--- config.mk ---
export PLATFORM = sky130hd
export DESIGN_NAME = vga_timing_gen_flat
export DESIGN_NICKNAME = d
export VERILOG_FILES = /design/src/rtl/vga_timing_pkg.sv /design/src/rtl/vga_timing_gen_if.sv /design/src/rtl/vga_axis_counter.sv /design/src/rtl/vga_timing_gen.sv /design/src/flat_wrapper.sv
export SDC_FILE = /design/constraint.sdc
export NUM_CORES = 1
export LEC_CHECK = 0
export BUFFER_PORTS_ARGS = -buffer_cell sky130_fd_sc_hd__buf_2
export CAP_MARGIN = 20
export CELL_PAD_IN_SITES_DETAIL_PLACEMENT = 1
export CELL_PAD_IN_SITES_GLOBAL_PLACEMENT = 2
export CORE_MARGIN = 2
export CORE_UTILIZATION = 31
export DETAILED_ROUTE_END_ITERATION = 6
export GPL_TIMING_DRIVEN = 0
export HOLD_SLACK_MARGIN = 0.1
export PLACE_DENSITY_LB_ADDON = 0.1
export SETUP_SLACK_MARGIN = 0.4
export SLEW_MARGIN = 5
export SYNTH_ARGS = -nofsm -noshare
export SYNTH_HDL_FRONTEND = slang
export SYNTH_SLANG_ARGS = --single-unit
--- constraint.sdc ---
create_clock -name Clk -period 2.53 [get_ports Clk]
set_input_delay 0.3795 -clock Clk [delete_from_list [all_inputs] [get_ports Clk]]
set_output_delay 0.3795 -clock Clk [all_outputs]
set_load 0.01 [all_outputs]
--- src/rtl/vga_timing_pkg.sv ---
// Default 640x480 @ 60 Hz timing constants and derived raster geometry for vga_timing_gen.
package vga_timing_pkg;

  localparam int unsigned H_VISIBLE = 640;
  localparam int unsigned H_FRONT   = 16;
  localparam int unsigned H_SYNC    = 96;
  localparam int unsigned H_BACK    = 48;
  localparam int unsigned V_VISIBLE = 480;
  localparam int unsigned V_FRONT   = 10;
  localparam int unsigned V_SYNC    = 2;
  localparam int unsigned V_BACK    = 33;

  localparam int unsigned H_TOTAL = H_VISIBLE + H_FRONT + H_SYNC + H_BACK;
  localparam int unsigned V_TOTAL = V_VISIBLE + V_FRONT + V_SYNC + V_BACK;

  localparam int unsigned H_SYNC_START = H_VISIBLE + H_FRONT;
  localparam int unsigned H_SYNC_END   = H_SYNC_START + H_SYNC - 1;
  localparam int unsigned V_SYNC_START = V_VISIBLE + V_FRONT;
  localparam int unsigned V_SYNC_END   = V_SYNC_START + V_SYNC - 1;

  localparam int unsigned COORD_W = 10;

endpackage

--- src/rtl/vga_timing_gen_if.sv ---
// Raster output bundle of vga_timing_gen: pixel coordinates, syncs, enable, strobes, frame count.
interface vga_timing_gen_if;
  import vga_timing_pkg::*;

  logic [COORD_W-1:0] DrawX;
  logic [COORD_W-1:0] DrawY;
  logic               hs;
  logic               vs;
  logic               vde;
  logic               line_start;
  logic               frame_start;
  logic               vblank_start;
  logic [15:0]        frame_count;

  modport master (
    output DrawX, DrawY, hs, vs, vde, line_start, frame_start, vblank_start, frame_count
  );

  modport slave (
    input DrawX, DrawY, hs, vs, vde, line_start, frame_start, vblank_start, frame_count
  );
endinterface

--- src/rtl/vga_axis_counter.sv ---
// Wrapping 0..Total-1 counter with enable; resets to Total-1 and exposes its next value.
module vga_axis_counter #(
  parameter int unsigned Total = 800,
  parameter int unsigned Width = 10
) (
  input  logic             clk,
  input  logic             rst_n,
  input  logic             en,
  output logic [Width-1:0] count,
  output logic [Width-1:0] count_next,
  output logic             tc
);

  localparam logic [Width-1:0] Last = Width'(Total - 1);

  logic [Width-1:0] count_q, count_d;

  always_comb begin
    tc      = (count_q == Last);
    count_d = count_q;
    if (en) begin
      count_d = tc ? '0 : count_q + 1'b1;
    end
  end

  always_ff @(posedge clk or negedge rst_n) begin
    if (!rst_n) begin
      count_q <= Last;
    end else begin
      count_q <= count_d;
    end
  end

  assign count      = count_q;
  assign count_next = count_d;

endmodule

--- src/rtl/vga_timing_gen.sv ---
// Raster timing generator: pixel position, active-low syncs, display enable and strobes.
// Optional macro VGA_TIMING_PIPE_EN delays hs/vs/vde by one extra register stage.
module vga_timing_gen
  import vga_timing_pkg::*;
#(
  parameter int unsigned HVisible = H_VISIBLE,
  parameter int unsigned HFront   = H_FRONT,
  parameter int unsigned HSync    = H_SYNC,
  parameter int unsigned HBack    = H_BACK,
  parameter int unsigned VVisible = V_VISIBLE,
  parameter int unsigned VFront   = V_FRONT,
  parameter int unsigned VSync    = V_SYNC,
  parameter int unsigned VBack    = V_BACK
) (
  input  logic              Clk,
  input  logic              Reset_n,
  vga_timing_gen_if.master  vga
);

  localparam int unsigned HTotal = HVisible + HFront + HSync + HBack;
  localparam int unsigned VTotal = VVisible + VFront + VSync + VBack;

  localparam logic [COORD_W-1:0] HVis        = COORD_W'(HVisible);
  localparam logic [COORD_W-1:0] HSyncStart  = COORD_W'(HVisible + HFront);
  localparam logic [COORD_W-1:0] HSyncEnd    = COORD_W'(HVisible + HFront + HSync - 1);
  localparam logic [COORD_W-1:0] VVis        = COORD_W'(VVisible);
  localparam logic [COORD_W-1:0] VSyncStart  = COORD_W'(VVisible + VFront);
  localparam logic [COORD_W-1:0] VSyncEnd    = COORD_W'(VVisible + VFront + VSync - 1);

  if (HTotal > 1024 || VTotal > 1024) begin : g_bad_timing
    $error("vga_timing_gen: H or V total exceeds 1024");
  end

  logic [COORD_W-1:0] h_count, h_next, v_count, v_next;
  logic               h_tc, v_tc;

  vga_axis_counter #(
    .Total (HTotal),
    .Width (COORD_W)
  ) u_h_counter (
    .clk        (Clk),
    .rst_n      (Reset_n),
    .en         (1'b1),
    .count      (h_count),
    .count_next (h_next),
    .tc         (h_tc)
  );

  vga_axis_counter #(
    .Total (VTotal),
    .Width (COORD_W)
  ) u_v_counter (
    .clk        (Clk),
    .rst_n      (Reset_n),
    .en         (h_tc),
    .count      (v_count),
    .count_next (v_next),
    .tc         (v_tc)
  );

  logic        hs_d, vs_d, vde_d, line_d, frame_d, vblank_d;
  logic        hs_q, vs_q, vde_q, line_q, frame_q, vblank_q;
  logic [15:0] fcount_d, fcount_q;

  // Decode from the counters' next values so flags land on the same edge as the position.
  always_comb begin
    hs_d     = !((h_next >= HSyncStart) && (h_next <= HSyncEnd));
    vs_d     = !((v_next >= VSyncStart) && (v_next <= VSyncEnd));
    vde_d    = (h_next < HVis) && (v_next < VVis);
    line_d   = (h_next == '0);
    frame_d  = (h_next == '0) && (v_next == '0);
    vblank_d = (h_next == '0) && (v_next == VVis);
    fcount_d = fcount_q;
    if (h_tc && v_tc) begin
      fcount_d = fcount_q + 16'd1;
    end
  end

  always_ff @(posedge Clk or negedge Reset_n) begin
    if (!Reset_n) begin
      hs_q     <= 1'b1;
      vs_q     <= 1'b1;
      vde_q    <= 1'b0;
      line_q   <= 1'b0;
      frame_q  <= 1'b0;
      vblank_q <= 1'b0;
      fcount_q <= 16'hFFFF;
    end else begin
      hs_q     <= hs_d;
      vs_q     <= vs_d;
      vde_q    <= vde_d;
      line_q   <= line_d;
      frame_q  <= frame_d;
      vblank_q <= vblank_d;
      fcount_q <= fcount_d;
    end
  end

`ifdef VGA_TIMING_PIPE_EN
  logic hs_p_q, vs_p_q, vde_p_q;

  always_ff @(posedge Clk or negedge Reset_n) begin
    if (!Reset_n) begin
      hs_p_q  <= 1'b1;
      vs_p_q  <= 1'b1;
      vde_p_q <= 1'b0;
    end else begin
      hs_p_q  <= hs_q;
      vs_p_q  <= vs_q;
      vde_p_q <= vde_q;
    end
  end

  assign vga.hs  = hs_p_q;
  assign vga.vs  = vs_p_q;
  assign vga.vde = vde_p_q;
`else
  assign vga.hs  = hs_q;
  assign vga.vs  = vs_q;
  assign vga.vde = vde_q;
`endif

  assign vga.DrawX        = h_count;
  assign vga.DrawY        = v_count;
  assign vga.line_start   = line_q;
  assign vga.frame_start  = frame_q;
  assign vga.vblank_start = vblank_q;
  assign vga.frame_count  = fcount_q;

endmodule

--- src/flat_wrapper.sv ---
// flat-port wrapper written by rule: the top's interface ports become plain ports
module vga_timing_gen_flat import vga_timing_pkg::*;
#(
  parameter int unsigned HVisible = H_VISIBLE,
  parameter int unsigned HFront   = H_FRONT,
  parameter int unsigned HSync    = H_SYNC,
  parameter int unsigned HBack    = H_BACK,
  parameter int unsigned VVisible = V_VISIBLE,
  parameter int unsigned VFront   = V_FRONT,
  parameter int unsigned VSync    = V_SYNC,
  parameter int unsigned VBack    = V_BACK
)
  (Clk, Reset_n, vga_DrawX, vga_DrawY, vga_hs, vga_vs, vga_vde, vga_line_start, vga_frame_start, vga_vblank_start, vga_frame_count);
  vga_timing_gen_if vga_i ();
  input  logic Clk;
  input  logic Reset_n;
  output wire logic [$bits(vga_i.DrawX)-1:0] vga_DrawX;
  output wire logic [$bits(vga_i.DrawY)-1:0] vga_DrawY;
  output wire logic [$bits(vga_i.hs)-1:0] vga_hs;
  output wire logic [$bits(vga_i.vs)-1:0] vga_vs;
  output wire logic [$bits(vga_i.vde)-1:0] vga_vde;
  output wire logic [$bits(vga_i.line_start)-1:0] vga_line_start;
  output wire logic [$bits(vga_i.frame_start)-1:0] vga_frame_start;
  output wire logic [$bits(vga_i.vblank_start)-1:0] vga_vblank_start;
  output wire logic [$bits(vga_i.frame_count)-1:0] vga_frame_count;
  assign vga_DrawX = vga_i.DrawX;
  assign vga_DrawY = vga_i.DrawY;
  assign vga_hs = vga_i.hs;
  assign vga_vs = vga_i.vs;
  assign vga_vde = vga_i.vde;
  assign vga_line_start = vga_i.line_start;
  assign vga_frame_start = vga_i.frame_start;
  assign vga_vblank_start = vga_i.vblank_start;
  assign vga_frame_count = vga_i.frame_count;
  vga_timing_gen #(.HVisible(HVisible), .HFront(HFront), .HSync(HSync), .HBack(HBack), .VVisible(VVisible), .VFront(VFront), .VSync(VSync), .VBack(VBack)) u_core (.Clk(Clk), .Reset_n(Reset_n), .vga(vga_i));
endmodule
==> flow_summary_export.csv, run 1 <==
group,metric,value,unit
setup_path,r2r_cells,7,
job,maxCapViolations,0,
timing,grt_setup_unrepaired,"yes",
setup_path,cpLargestDelayFamily,"simple AND/OR/NAND/NOR gates",
global_route,met2_usage,25.44,%
synthesis,syn-cell-area,2302,µm²
synthesis,synth_top_area_share,31.96,%
setup_path,path_max_fanout,6,
placement,place_area,2675,µm²
global_route,grt_antenna_before_repair,0,
clock_network,cts_sinks,42,
setup_path,cp_slowest_cell,"or4b_4",
timing,slew_viol_final,0,
route,vias,1936,
power_and_ir_drop,ir_worst_vdd,0.1477,mV
floorplan,die_y,90.18,µm
synthesis,yosysMostFrequentCell,"dfstp_2",
global_route,grt_start_max_net_pins,43,
synthesis,synthFlopType,"dfstp_2",
timing,setup_viol,0,
power_and_ir_drop,p_per_area,405.0,nW/µm²
clock_network,clk_path_buf_depth,2,
setup_path,startpoint_type,"register",
global_route,grt_overflow,0,
synthesis,synth-seq-area-share,47.17,%
timing,tns,0,ps
setup_path,worst-r2r-setup-slack,220,ps
floorplan,placementRows,31,
route,wl_per_cell,15.37,µm
synthesis,ys_async_sr_fraction,100.0,%
run_status,status,"finished, final reports clean",
timing,hold_viol,0,
clock_network,path_clk_slew,80,ps
route,drt-initial-drc-count,63,
power_and_ir_drop,p_leak,1.499,nW
timing,finalClockSkew,4.407,ps
clock_network,cts_buffers,5,
clock_network,cts_max_level,2,
global_route,global_route.usage.met3,2.515,%
synthesis,yosysTopAreaCell,"dfstp_2",
clock_network,cts_tree,"done",
timing,worst_slew_pin_slew,949.8,ps
timing,setup_slack,221.2,ps
clock_network,root_buffer,"clkbuf_8",
route,avgViaCountPerCell,4.816,
setup_path,crit_path_end_kind,"register",
synthesis,post_synth_main_area_contributors,"dfstp_2, dfrtp_1, xnor2_1",
clock_network,clock_latency,300,ps
synthesis,syn_area_per_cell,10.14,µm²
placement,dp_hpwl,4.222,mm
route,ant_nets,0,
placement,gp_congestion,0.7323,
placement,portBuffers,43,
floorplan,start_util,31.91,%
setup_path,r2r-start,"u_core.u_h_counter.count[5]$_DFF_PN0_",
finish,design_area,3237,µm²
setup_path,crit_type,"register to register",
setup_path,cp_cell_sequence,"buf_6 -> or4b_4 -> nor4_4 -> xor2_2 -> nand2_1 -> or4_4 -> and3b_1",
floorplan,io_pins,44,
route,drt_pass1_iterations,4,
timing,min_period_over_period,91.26,%
setup_path,rr_endpoint,"u_core.vga.vde$_DFF_PN0_",
synthesis,syn_inst,227,
placement,pre_cts_ws,-41.12,ps
synthesis,synth_warnings,0,
setup_path,required,2720,ps
synthesis,synthDistinctLibCells,48,
floorplan,core-area,7214,µm²
finish,area_delta_synth_final,40.60,%
global_route,grt_pass1_vias,2000,
finish,antenna_cells,0,
finish,drive_above_1_share,53.14,%
timing,fin_crit,2309,ps
floorplan,die_area,8132,µm²
route,drc_errors,0,
setup_path,crit_path_max_incr_delay,550,ps
synthesis,synth_fp_nets,234,
timing,max-slew-margin-rel,36.68,%
setup_path,cp_num_cells,7,
timing,max_freq,0.4331,GHz
synthesis,ys_ff_latch,42,
floorplan,dieWidth,90.18,µm
clock_network,cts_hold_buf,0,
global_route,grtUsageTotal,15.89,%
synthesis,synthTopCellsByCount,"dfstp_2, nand2_1, nand3_1",
global_route,grt_pass1_wl,10.57,mm
min_path,min_path_type,"input port to asynchronous set/reset pin",
power_and_ir_drop,finalPower,1.311,mW
global_route,gr-max-usage-layer,"met2",
finish,layout.nets,309,
global_route,grtUsageMet1,22.41,%
setup_path,cp.arrival,2500,ps
setup_path,crit_buf_inv,1,
route,drt_wl_total,6.179,mm
synthesis,synth_edf_count,0,
finish,finish.utilization,44.87,%
## how the worst max path moves through the flow
stage	from	end	slack, ps
5_1_grt	u_core.u_h_counter.count[6]$_DFF_PN0_	u_core.vga.vs$_DFF_PN1_	110
3_5_place_dp	u_core.u_h_counter.count[1]$_DFF_PN1_	u_core.vga.frame_start$_DFF_PN0_	-40
2_1_floorplan	u_core.u_h_counter.count[6]$_DFF_PN0_	u_core.vga.vde$_DFF_PN0_	300
6_report	u_core.u_h_counter.count[5]$_DFF_PN0_	u_core.vga.vde$_DFF_PN0_	220
4_1_cts	u_core.u_h_counter.count[6]$_DFF_PN0_	u_core.vga.vs$_DFF_PN1_	210
3_3_place_gp	u_core.u_v_counter.count[0]$_DFF_PN0_	u_core.vga.frame_count[7]$_DFFE_PN1P_	-30
## cell families (layout without fill, tap and decap cells)
logic type / after synthesis / in the layout / synth area share (%)
DFF: 42 / 42 / 47.17
muxes: 2 / 2 / 0.9782
and+or+nand+nor: 97 / 97 / 23.75
xor gates and xnor gates: 28 / 28 / 11.30
adders and majority gates: 5 / 5 / 2.717
AOI/OAI and AO/OA: 31 / 31 / 8.805
buffers and inverters: 22 / 98 / 5.271
## area by class of cell
| type | instances | area [µm²] |
|---|---|---|
| clock buffers | 7 | 107.6 |
| plain buffers | 12 | 126.4 |
| flip-flops and latches | 42 | 1087 |
| clock inverters | 1 | 30.03 |
| well taps | 99 | 123.9 |
| repair buffers | 68 | 402.9 |
| multi-input cells | 163 | 1321 |
| inverters | 10 | 37.54 |
| fillers | 849 | 3978 |
## routing by layer
layer | vias up | share of wire [%]
met2 | 35 | 49
met3 | 6 | 4.4
met5 | - | 0
met4 | 0 | 1.1
met1 | 955 | 46
li1 | 940 | -
## flip-flops by register name, indices dropped and copies added, names as in the netlist
register,flops
u_core.vga.line_start,1
u_core.vga.hs,1
u_core.vga.frame_start,1
u_core.u_v_counter.count,10
u_core.vga.vblank_start,1
u_core.u_h_counter.count,10
u_core.vga.vde,1
u_core.vga.vs,1
u_core.vga.frame_count,16
## where the power goes
| group | internal, mW | switching [mW] |
|---|---|---|
| clock network | 0.381 | 0.243 |
| registers | 0.673 | 0 |
| logic | 0.000560 | 0.0128 |
## stage by stage
stage | std cells | hold WS (ps)
after global placement | 369 | 485.3
final | 402 | 231.2
after CTS | 395 | 268.9
after global routing | 402 | 299.7
after detailed placement | 369 | 484.7
after floorplan | 227 | 83.91
## cells in the final DEF, fill, tap and decap left out, drive strengths merged, types with 6 or more instances in the layout
master	netlist	final
nor2	17	17
nand4	9	9
nand2	23	23
clkbuf	4	9
o21ai	11	11
buf	8	78
xor2	12	12
inv	10	10
nor3	6	6
dfrtp	14	14
dfstp	28	28
nand3	18	18
xnor2	16	16
## what timing repair did
item | 4_1_cts | 5_1_grt
hold endpoints to repair | 0 | 0
pin swaps | 12 | 13
resized for setup | 23 | 34
endpoints found under the setup margin | 22 | 17
setup buffers | 18 | 7
Power figures use the tool's default switching activity.
==> run 2, diff against run 1 <==
CORE_UTILIZATION = 34   (was 31)
clock period = 2.55 ns   (was 2.53 ns; I/O delays follow)
==> run 2 against run 1 <==
Register-to-register slack improved by 30 ps. Die area decreased by 8.4%. Design area decreased by 2.4%. First-iteration DRC count decreased by 32%. Clock power decreased by 9.5%. Total power decreased by 4.9%. Cell count decreased by 5.0%. Critical endpoint unchanged. Largest cell class unchanged.
==> flow_summary_export.csv, run 2 (synthesized netlist as in run 1, its figures left out) <==
group,metric,value,unit
setup_path,crit_type,"register to register",
timing,hold_viol,0,
min_path,min_path_type,"input port to asynchronous set/reset pin",
floorplan,io_pins,44,
power_and_ir_drop,p_int,988.3,µW
finish,largest_reg_flops,16,
placement,portBuffers,43,
placement,gp_congestion,0.7480,
route,ant_nets,0,
route,avgViaCountPerCell,5.183,
clock_network,cts_tree,"done",
route,drc_errors,0,
timing,max_freq,0.4344,GHz
power_and_ir_drop,p_sw,257.7,µW
finish,seq_area,1087,µm²
finish,multiInputGateArea,1257,µm²
power_and_ir_drop,clock_power_share,45.3,%
floorplan,die_y,86.29,µm
power_and_ir_drop,ir_worst_vdd,0.2471,mV
floorplan,dieWidth,86.29,µm
timing,hold_slack,230.7,ps
finish,layout.nets,311,
placement,pre_cts_ws,-39.86,ps
finish,final_cell_mix,"buf_2, dfstp_2, buf_4",
setup_path,r2r_cells,6,
clock_network,clk_path_buf_depth,2,
setup_path,cp.arrival,2500,ps
setup_path,startpoint_type,"register",
job,maxCapViolations,0,
floorplan,core-area,6459,µm²
floorplan,start_util,35.65,%
clock_network,cts_hold_buf,0,
timing,max-slew-margin-rel,37.03,%
power_and_ir_drop,p_leak,1.484,nW
finish,layout_commonest_cell,"buf_2",
clock_network,root_buffer,"clkbuf_8",
placement,dp_hpwl,4.243,mm
timing,fin_crit,2302,ps
clock_network,cts_buffers,5,
setup_path,path_max_fanout,6,
timing,finalClockSkew,10.84,ps
route,wl_per_cell,16.64,µm
finish,area_delta_synth_final,37.28,%
power_and_ir_drop,p_comb_share,1.1,%
global_route,grt_pass1_wl,10.20,mm
timing,slew_viol_final,0,
timing,setup_viol,0,
clock_network,cts_sinks,42,
global_route,grt_antenna_before_repair,0,
timing,grt_setup_unrepaired,"yes",
clock_network,path_clk_slew,90,ps
setup_path,crit_path_end_kind,"register",
power_and_ir_drop,p_per_area,394.2,nW/µm²
timing,setup_slack,248.1,ps
global_route,grt_start_max_net_pins,43,
clock_network,clock_latency,300,ps
setup_path,required,2740,ps
setup_path,rr_endpoint,"u_core.vga.vde$_DFF_PN0_",
global_route,grtUsageTotal,17.39,%
timing,worst_slew_pin_slew,944.6,ps
global_route,grt_pass1_vias,1977,
floorplan,die_area,7445,µm²
route,drt_wl_total,6.357,mm
finish,nFillCells,720,
floorplan,placementRows,29,
finish,antenna_cells,0,
route,vias,1980,
global_route,grt_overflow,0,
setup_path,worst-r2r-setup-slack,250,ps
route,drt-initial-drc-count,43,
finish,drive_above_1_share,48.85,%
power_and_ir_drop,swShare,20.68,%
clock_network,cts_max_level,2,
power_and_ir_drop,power.share.sequential,53.6,%
timing,min_period_over_period,90.27,%
setup_path,r2r-start,"u_core.u_h_counter.count[9]$_DFF_PN1_",
route,drt_pass1_iterations,4,
run_status,status,"finished, final reports clean",
## run 2: changes by cell type in the layout (fill, tap and decap cells not counted), sizes merged
cell / delta
buf: +1
clkbuf: +1
## run 2: worst max-delay path by stage
stage          slack, ps  cells after the start                                   from                                    end
6_report             250                      6  u_core.u_h_counter.count[9]$_DFF_PN1_               u_core.vga.vde$_DFF_PN0_
5_1_grt              170                      7  u_core.u_h_counter.count[6]$_DFF_PN0_               u_core.vga.vde$_DFF_PN0_
4_1_cts              200                      7  u_core.u_h_counter.count[6]$_DFF_PN0_                u_core.vga.vs$_DFF_PN1_
3_5_place_dp         -40                      9  u_core.u_v_counter.count[0]$_DFF_PN0_  u_core.vga.frame_count[9]$_DFFE_PN1P_
3_3_place_gp          30                      9  u_core.u_v_counter.count[0]$_DFF_PN0_  u_core.vga.frame_count[7]$_DFFE_PN1P_
2_1_floorplan        320                      7  u_core.u_h_counter.count[6]$_DFF_PN0_               u_core.vga.vde$_DFF_PN0_
## run 2: final cells by class
type	count	area share, %
Tap cell	77	3.048
Buffer	12	3.761
Sequential cell	42	34.40
Multi-Input combinational cell	163	39.79
Clock inverter	1	0.9501
Timing Repair Buffer	70	14.13
Inverter	10	1.188
Clock buffer	7	2.732
## run 2: worst max-delay path, stage by stage (launching register included)
cell	delay, ps
dfstp_2	580
or4b_4	510
nor4_4	200
xor2_2	180
nand2_1	60
or4_4	460
and3b_1	200
## run 2: power groups by stage
| stage | combinational (mW) | sequential (mW) | clock [mW] |
|---|---|---|---|
| floorplan | 0.000000493 | 0.679 | 0 |
| global placement | 0.0145 | 0.679 | 0 |
| detailed placement | 0.0146 | 0.679 | 0 |
| CTS | 0.0147 | 0.668 | 0.585 |
| global route | 0.0161 | 0.668 | 0.611 |
| finish | 0.0132 | 0.668 | 0.565 |
## run 2: per-stage QoR
step,power [mW],setup TNS [ps],instance area [µm²],utilization [%],instances
floorplan,0.6793,0,2336,-,227
global route,1.295,0,3161,48.93,382
CTS,1.268,0,2898,44.87,366
detailed placement,0.6938,-74.07,2648,40.99,347
global placement,0.6936,0,2648,40.99,347
finish,1.246,0,3161,48.93,382
## run 2: timing repair
item,4_1_cts,5_1_grt
resized for setup,15,29
endpoints found under the setup margin,21,20
pin swaps,6,15
buffers inserted,11,15
cloned,0,1
## run 2: routing by layer
metal / GRT usage (%) / vias up / wire (µm)
met2: 29.53 / 34 / 3158
met3: 3.048 / 7 / 200
met4: 4.261 / 0 / 59
li1: - / 948 / -
met5: 0 / - / 0
met1: 23.12 / 991 / 2939
==> run 3, diff against run 2 <==
ABC_AREA = 1   (was not set)
CORE_UTILIZATION = 32   (was 34)
==> run 3 against run 2 <==
Worst hold slack worse by 5.9 ps. Highest routed layer unchanged. Non-clock buffer count is 22 lower. Largest cell class unchanged. Critical path type unchanged. Total power is 0.67% lower. Clock power is 1% lower.
==> flow_summary_export.csv, run 3 <==
group,metric,value,unit
clock_network,root_buffer,"clkbuf_8",
timing,hold_slack,224.8,ps
setup_path,r2r-start,"u_core.u_h_counter.count[1]$_DFF_PN1_",
floorplan,start_util,33.36,%
clock_network,path_clk_slew,80,ps
route,drt_pass1_iterations,4,
setup_path,rr_endpoint,"u_core.vga.frame_start$_DFF_PN0_",
synthesis,synthFlopType,"dfstp_2",
finish,fin_cells,474,
synthesis,syn-cell-area,2432,µm²
global_route,grt_overflow,0,
floorplan,io_pins,44,
global_route,grt_pass1_wl,10.73,mm
power_and_ir_drop,p_leak,1.604,nW
clock_network,cts_max_level,2,
job,maxCapViolations,0,
timing,max-slew-margin-rel,36.83,%
power_and_ir_drop,p_per_area,402.6,nW/µm²
finish,final_cell_mix,"nand2_1, inv_1, buf_2",
finish,nFillCells,976,
finish,layout.nets,381,
route,met2_length,3.212,mm
route,avgViaCountPerCell,4.572,
finish,layout_commonest_cell,"nand2_1",
power_and_ir_drop,ir_worst_vdd,0.1724,mV
placement,portBuffers,43,
global_route,grt_antenna_before_repair,0,
timing,min_period_over_period,81.10,%
setup_path,cp.arrival,2250,ps
global_route,grt_pass1_vias,2177,
finish,multiInputGateArea,1182,µm²
route,wl_per_cell,13.85,µm
setup_path,startpoint_type,"register",
synthesis,yosysMostFrequentCell,"nand2_1",
route,drt_wl_total,6.564,mm
timing,fin_crit,2068,ps
setup_path,crit_type,"register to register",
synthesis,post_synth_main_area_contributors,"dfstp_2, dfrtp_1, nand2_1",
timing,hold_viol,0,
floorplan,die_area,8315,µm²
setup_path,worst-r2r-setup-slack,480,ps
finish,area_delta_synth_final,26.39,%
synthesis,ys_ff_latch,42,
setup_path,r2r_cells,12,
finish,largest_reg_flops,16,
min_path,min_path_type,"input port to asynchronous set/reset pin",
timing,setup_viol,0,
synthesis,synthTopCellsByCount,"nand2_1, inv_1, nor2_1",
synthesis,syn_area_per_cell,7.846,µm²
synthesis,yosysTopAreaCell,"dfstp_2",
clock_network,cts_buffers,5,
run_status,status,"finished, final reports clean",
setup_path,crit_path_end_kind,"register",
route,drc_errors,0,
floorplan,dieWidth,91.19,µm
timing,finalClockSkew,10.96,ps
timing,max_freq,0.4835,GHz
floorplan,die_y,91.19,µm
placement,placed_cells,452,
setup_path,required,2730,ps
route,met1_length,3.128,mm
setup_path,path_max_fanout,5,
global_route,grt_start_max_net_pins,43,
synthesis,synthDistinctLibCells,30,
finish,antenna_cells,0,
clock_network,cts_hold_buf,0,
timing,tns,0,ps
synthesis,synth_edf_count,0,
route,vias,2167,
timing,grt_setup_unrepaired,"yes",
synthesis,synth-seq-area-share,44.65,%
finish,drive_above_1_share,34.13,%
timing,worst_slew_pin_slew,947.5,ps
route,wl_met3,154,µm
finish,seq_area,1086,µm²
placement,gp_congestion,0.7661,
route,ant_nets,0,
floorplan,placementRows,31,
placement,dp_hpwl,4.720,mm
route,highest_layer,"met4",
synthesis,syn_inst,310,
synthesis,synth_fp_nets,317,
synthesis,synth_top_area_share,30.25,%
global_route,grtUsageTotal,16.09,%
route,drt-initial-drc-count,45,
clock_network,cts_sinks,42,
floorplan,core-area,7292,µm²
clock_network,clk_path_buf_depth,2,
timing,slew_viol_final,0,
clock_network,cts_tree,"done",
synthesis,synth_warnings,0,
clock_network,clock_latency,300,ps
synthesis,ys_async_sr_fraction,100.0,%
run 3: changes by cell type after synthesis, moves of 5 or more:
cell     delta
and4_1      -5
inv_1      +35
nand2_1    +64
nand3_1     +9
nor2_1     +14
nor2_2      +7
xnor2_1     -9
run 3: how the worst max path moves through the flow:
stage	from	endpoint	slack, ps	cells after the start
2_1_floorplan	u_core.u_h_counter.count[0]$_DFF_PN1_	u_core.vga.frame_start$_DFF_PN0_	670	12
3_3_place_gp	u_core.u_h_counter.count[0]$_DFF_PN1_	u_core.vga.frame_start$_DFF_PN0_	300	12
3_5_place_dp	u_core.u_h_counter.count[1]$_DFF_PN1_	u_core.vga.vblank_start$_DFF_PN0_	310	12
4_1_cts	u_core.u_h_counter.count[1]$_DFF_PN1_	u_core.vga.vde$_DFF_PN0_	430	11
5_1_grt	u_core.u_h_counter.count[1]$_DFF_PN1_	u_core.vga.vde$_DFF_PN0_	360	12
6_report	u_core.u_h_counter.count[1]$_DFF_PN1_	u_core.vga.frame_start$_DFF_PN0_	480	12
run 3: stage by stage:
stage	worst slack (ps)	cell area [µm²]	power (mW)	util (%)
floorplan	674.4	2432	0.6793	-
global placement	296.6	2771	0.6939	38.01
detailed placement	311.3	2771	0.6939	38.01
CTS	426.9	2910	1.258	39.91
global route	359.4	3074	1.285	42.16
finish	481.8	3074	1.238	42.16
run 3: kinds of logic after synthesis:
group	count (synthesis)	share of synthesized area, %
AND/OR/NAND/NOR	182	35.70
buffers and inverters	52	8.693
flip-flops	42	44.65
AO/OA/AOI/OAI	15	3.344
XOR/XNOR	14	5.041
adder cells (fa/ha/maj)	5	2.572
run 3: power breakdown:
group	internal [mW]	leakage [nW]	switching, mW
clock network	0.320	0.0585	0.237
logic	0.000555	1.07	0.0126
registers	0.668	0.475	0
total	0.988	1.60	0.249
run 3: layout make-up:
cell class | count | area share, %
Clock buffer | 7 | 2.808
Tap cell | 99 | 4.029
Buffer | 3 | 1.018
Clock inverter | 1 | 0.9768
Timing Repair Buffer | 57 | 11.40
Inverter | 49 | 5.983
Sequential cell | 42 | 35.33
Multi-Input combinational cell | 216 | 38.46
run 3: critical path: stages, from the launching register on:
cell,delay (ps)
dfstp_2,580
ha_4,160
nand2_4,60
nor2_4,150
inv_2,70
nor2_4,140
buf_8,140
buf_4,120
nand4_1,180
nand2_1,170
nor2_1,60
nand3_1,80
nor2_1,40
run 3: layer usage:
layer | track usage, % | vias up
met5 | 0 | -
li1 | - | 1089
met1 | 21.62 | 1045
met3 | 2.656 | 6
met4 | 4.167 | 0
met2 | 26.98 | 27
run 3: repair_timing:
action | CTS | global route
pin swaps | 2 | 11
setup buffers | 3 | 10
resized for setup | 0 | 13
gates cloned | 0 | 1
setup endpoints to repair | 5 | 6
